## src/rtl/fp32_vector16_loader.sv

```systemverilog
// Streaming loader for the 16-lane FP32 dot-product unit.
// It assembles two 16-element vectors from a valid/ready stream of operand
// pairs. It holds the vectors for DP_LATENCY cycles, then captures dp_result
// and offers it on a valid/ready result stream.
// Optional feature macro FP32_LOADER_ZERO_PAD_EN: in_last ends a short vector,
// and the remaining lanes are padded with +0.0.
module fp32_vector16_loader #(
   parameter int unsigned DP_LATENCY = 2
) (
   input  logic         clk,
   input  logic         rst_n,
   input  logic         in_valid,
   output logic         in_ready,
   input  logic [31:0]  in_a,
   input  logic [31:0]  in_b,
   input  logic         in_last,
   output logic [511:0] vec_a_flat,
   output logic [511:0] vec_b_flat,
   output logic         dp_start,
   input  logic [31:0]  dp_result,
   output logic         res_valid,
   input  logic         res_ready,
   output logic [31:0]  res_data
);

   localparam int unsigned LANES = 16;
   localparam int unsigned EW    = 32;
   localparam int unsigned IW    = 4;
   localparam int unsigned CW    = 4;

   typedef enum logic [1:0] {
      S_FILL = 2'd0,
      S_WAIT = 2'd1,
      S_HOLD = 2'd2
   } state_t;

   state_t        state;
   state_t        state_nx;
   logic [IW-1:0] idx;
   logic [CW-1:0] cnt;

   logic accept_c;
   logic final_c;
   logic last_c;
   logic pad_c;
   logic capture_c;
   logic release_c;

`ifdef FP32_LOADER_ZERO_PAD_EN
   assign last_c = in_last;
`else
   logic unused_in_last;
   assign unused_in_last = in_last;
   assign last_c         = 1'b0;
`endif

   assign pad_c = accept_c & last_c;

   // State register
   always_ff @(posedge clk or negedge rst_n) begin
      if (!rst_n) state <= S_FILL;
      else        state <= state_nx;
   end

   // Next-state decode and per-cycle strobes
   always_comb begin
      state_nx  = state;
      accept_c  = 1'b0;
      final_c   = 1'b0;
      capture_c = 1'b0;
      release_c = 1'b0;
      case (state)
         S_FILL: begin
            accept_c = in_valid & in_ready;
            if (accept_c && ((idx == IW'(LANES - 1)) || last_c)) begin
               final_c  = 1'b1;
               state_nx = S_WAIT;
            end
         end
         S_WAIT: begin
            if (cnt <= CW'(1)) begin
               capture_c = 1'b1;
               state_nx  = S_HOLD;
            end
         end
         S_HOLD: begin
            if (res_ready) begin
               release_c = 1'b1;
               state_nx  = S_FILL;
            end
         end
         default: state_nx = S_FILL;
      endcase
   end

   // Control registers: lane index, wait counter, handshake flags
   always_ff @(posedge clk or negedge rst_n) begin
      if (!rst_n) begin
         idx       <= '0;
         cnt       <= '0;
         in_ready  <= 1'b1;
         dp_start  <= 1'b0;
         res_valid <= 1'b0;
         res_data  <= '0;
      end else begin
         in_ready <= (state_nx == S_FILL);
         dp_start <= final_c;
         if (final_c)       idx <= '0;
         else if (accept_c) idx <= idx + IW'(1);
         if (final_c)                cnt <= CW'(DP_LATENCY);
         else if (capture_c)         cnt <= '0;
         else if (state == S_WAIT)   cnt <= cnt - CW'(1);
         if (capture_c) begin
            res_data  <= dp_result;
            res_valid <= 1'b1;
         end else if (release_c) begin
            res_valid <= 1'b0;
         end
      end
   end

   // Vector lanes: bit-exact store of accepted pairs, optional zero fill of the tail
   always_ff @(posedge clk or negedge rst_n) begin
      if (!rst_n) begin
         vec_a_flat <= '0;
         vec_b_flat <= '0;
      end else if (accept_c) begin
         if (pad_c) begin
            for (int unsigned i = 0; i < LANES; i++) begin
               if (i > 32'(idx)) begin
                  vec_a_flat[i*EW +: EW] <= '0;
                  vec_b_flat[i*EW +: EW] <= '0;
               end
            end
         end
         vec_a_flat[32'(idx)*EW +: EW] <= in_a;
         vec_b_flat[32'(idx)*EW +: EW] <= in_b;
      end
   end

endmodule

```

## config.mk

```make
export PLATFORM = sky130hd
export DESIGN_NAME = fp32_vector16_loader
export DESIGN_NICKNAME = d
export VERILOG_FILES = /design/src/rtl/fp32_vector16_loader.sv
export SDC_FILE = /design/constraint.sdc
export NUM_CORES = 1
export LEC_CHECK = 0
export ABC_AREA = 1
export CAP_MARGIN = 20
export CORE_AREA = 3 3 448 450
export DETAILED_ROUTE_END_ITERATION = 10
export DIE_AREA = 0 0 451 453
export PLACE_DENSITY = 0.51
export SETUP_SLACK_MARGIN = 0.4
export SLEW_MARGIN = 20
export SYNTH_ARGS = -nofsm -noshare
export SYNTH_HDL_FRONTEND = slang
export SYNTH_SLANG_ARGS = --single-unit
```

## constraint.sdc

```tcl
create_clock -name clk -period 3.8 [get_ports clk]
set_clock_uncertainty 0.15 [all_clocks]
set_input_delay 0.38 -clock clk [delete_from_list [all_inputs] [get_ports clk]]
set_output_delay 0.38 -clock clk [all_outputs]
set_load 0.02 [all_outputs]
```

==> impl_results.md <==
* Remaining DRCs at 0
* Fraction of registers with async set/reset at 1.00
* Number of placed I/O pins at 1160
* Via density at 4.85
* RSZ-0062 raised after global routing: false
* Post-DP HPWL at 174 mm
* Total CTS buffers at 133
* Synth top area share at 0.579
* Final Hold Slack at -0.00363 ns
* Synth area leader: dfrtp_1
* Die Ht at 453 µm
* Detailed-route wire length per cell at 26.7 µm
* H-tree levels at 4
* Placed instance count at 9065
* DR iter-0 viols at 4430
* Crit path max-delay family: buffers and inverters
* Setup TNS at 0 ns
* WS Path Type: flop to flop
* Worst-margin pin slew at 1.20 ns
* Post-synth EDFFs at 0
* Reg2reg start: idx[1]
* Sequential share of the synthesized area at 0.579
* Synthesized flop and latch total at 1069
* Ranking of synthesized cells by area: dfrtp_1 58%, nand2_1 19%, o21ai_0 5.2%
* Die Width at 451 µm
* Final Hold Viols at 1
* Clk buf depth at 3
* Max-Cap Viols at 0
* Critical path data required time at 4.33 ns
* Post-Syn Nets at 5688
* P&R area growth vs syn at 42.4%
* Setup slack, reg-to-reg at 0.62 ns
* Maximum fanout along the worst path at 64
* Crit-path slowest cell: buf_4
* Startpoint types: flop
* CP max stage delay at 0.59 ns
* Crit path top cell by count: nand2_1
* Final Wtd Congestion at 0.905
* Max Slew Vio Count at 0
* Arr. time, crit path at 3.71 ns
* I/O Buffers at 1158
* Remaining antenna violation count at 0
* Mapped Area at 0.0462 mm²
* Vias in the first global route at 43100
* CTS Sinks at 1069
* Row Count at 163
* Final Instance Count excl. Fillers at 9331
* Worst vdd ir at 0.834 mV
* Clock slew seen by the registers of the worst setup and hold paths at 0.06 ns
* Top post-synthesis cells by count: 2286 x nand2_1, 1068 x dfrtp_1, 484 x o21ai_0
* Syn Area/Cell at 8.27 µm²
* Crit path depth at 9
* Layout cells sized above 1 at 0.0603
* Core area at 0.197 mm²
* Cells on worst reg2reg path at 9
* First-pass GRT wire length at 345 mm
* Critical path buffers and inverters at 4
* Initial Util at 0.234
* Period utilization at 0.838
* Pin count of the biggest net entering global routing at 165
* P per Cell Area at 890 mW/mm²
* CTS tree: built
* Total gr overflow at 0
* Skew-Pair Late Insertion Delay at 0.80 ns
* Most used DFF post-synth: dfrtp_1
* Max Clock Freq at 314 MHz
* Endpoint type of the worst setup path: flop
* Global Route Usage Sum at 0.234
* Initial antenna violation count at 17
* Yosys Warn Count at 0
* Fillers at 20700
* Die area at 0.204 mm²
* Lkg Pwr at 0.0294 µW
* Status: finished with violations
* Final setup fails at 0
* Critical-path cell list: inv_1, ha_4, buf_4, nand2_1, nor2_4, clkinv_2, buf_4, nand2_1, nand2_1
* Count leader, synth: nand2_1
* Count of cell types in the netlist at 31
* Post-synthesis cell count at 5582
* Failing checks: hold timing
* Worst setup path startpoint: idx[1]
* Final WL at 249 mm
* FF-to-FF End: vec_b_flat[453]
* Root buffer cell: clkbuf_16
* Rel. slew slack at 0.200
* Total number of vias at 45200
* HP Class: input pin to async pin
* Worst setup endpoint: vec_b_flat[453]
* Tmin final at 3.18 ns
* Nets@finish at 6693
* TritonRoute pass-1 iters at 5
==> cells by family (layout without fill, tap and decap cells) <==
| kind of cell | after synthesis | in the layout | share of synthesized area |
|---|---|---|---|
| other | 0 | 6 | 0 |
| buffers and inverters | 553 | 1656 | 0.0502 |
| AO/OA/AOI/OAI | 537 | 537 | 0.0583 |
| flip-flops | 1069 | 1069 | 0.579 |
| adder cells (fa/ha/maj) | 5 | 5 | 0.00136 |
| XOR/XNOR | 2 | 2 | 0.000379 |
| AND/OR/NAND/NOR | 3416 | 3416 | 0.310 |
==> layout by cell type, fill, tap and decap left out, types with 2 or more instances in the layout <==
cell and instances:
nor3_4 2, buf_4 105, nand2_2 3, dfrtp_1 1067, nor2_4 12, ha_4 2
o21ai_0 484, clkbuf_8 30, nand3_1 423, inv_2 3, buf_12 44, ha_1 3
diode_2 6, inv_8 3, bufinv_16 7, clkbuf_1 35, clkbuf_16 138, clkdlybuf4s50_1 1157
nand4_1 143, clkinv_2 10, nand3_2 3, o21ai_1 50, xor2_1 2, nand4_4 4
nand3_4 4, nor3_1 341, nand2_1 2277, clkinv_8 6, inv_6 7, a21oi_1 2
dlygate4sd3_1 25, nand2_4 9, nor2_1 191, inv_1 81
==> worst reg2reg max path: cells and delay by family, from the launching register on <==
kind / cells / cell delay (ns)
and+or+nand+nor: 4 / 1.01
adders and majority gates: 1 / 0.45
DFF: 1 / 0.38
buffers and inverters: 4 / 1.10
==> power by group <==
part	switching [µW]	internal, µW	total, µW	leakage (µW)
combinational	20700	8440	29100	0.0125
sequential	1940	14300	16300	0.0147
clock	5380	7740	13100	0.00217
total	28000	30500	58500	0.0294
==> what timing repair did <==
action                                 CTS  global route
setup endpoints to repair                0            19
endpoints found under the hold margin   79             0
setup buffers                            0             2
gates resized for setup                  0             1
hold buffers                            25             0
==> worst min-delay path by stage <==
| stage | from | to | slack (ns) | cells past startpoint |
|---|---|---|---|---|
| 3_3_place_gp | rst_n | res_data[16] | 0.27 | 1 |
| 5_1_grt | rst_n | res_data[16] | 0.06 | 2 |
| 6_report | rst_n | res_data[16] | -0.004 | 2 |
| 2_1_floorplan | rst_n | cnt[0] | -0.07 | 0 |
| 4_1_cts | dp_result[24] | res_data[24] | 0.01 | 3 |
| 3_5_place_dp | vec_b_flat[6] | vec_b_flat[6] | 0.31 | 2 |
==> metal layers <==
metal  up-vias  GRT usage  wire length (µm)
li1      20200          -                 -
met1     22400      0.300            102000
met2      2128      0.363            112000
met3       493     0.0667             21700
met4        10      0.109             13400
met5         -          0                69
==> stage by stage <==
| step | util | worst slack (ns) | cell area [µm²] | total power (µW) | hold WS [ns] |
|---|---|---|---|---|---|
| global placement | 0.310 | 0.588 | 61000 | 45300 | 0.269 |
| detailed placement | 0.310 | 0.566 | 61000 | 45500 | 0.308 |
| CTS | 0.333 | 0.504 | 65700 | 58900 | 0.0118 |
| global route | 0.334 | 0.425 | 65700 | 61100 | 0.0620 |
| finish | 0.334 | 0.617 | 65700 | 58500 | -0.00363 |
| floorplan | - | 0.857 | 46200 | 30400 | -0.0656 |
==> flip-flops by register name, indices dropped and copies added, names as in the netlist <==
signal	cells
cnt	4
dp_start	1
idx	4
in_ready	1
res_data	32
res_valid	1
state	2
vec_a_flat	512
vec_b_flat	512
==> final cells by class <==
class,instances,area (µm²),share of cell area
Antenna cell,6,15.0,0.000228
Multi-Input combinational cell,3960,17300,0.263
Clock buffer,203,4000,0.0608
Clock inverter,30,428,0.00651
Inverter,90,377,0.00573
Timing Repair Buffer,1333,13500,0.206
Tap cell,2640,3300,0.0503
Sequential cell,1069,26800,0.407
Power figures use the tool's default switching activity.
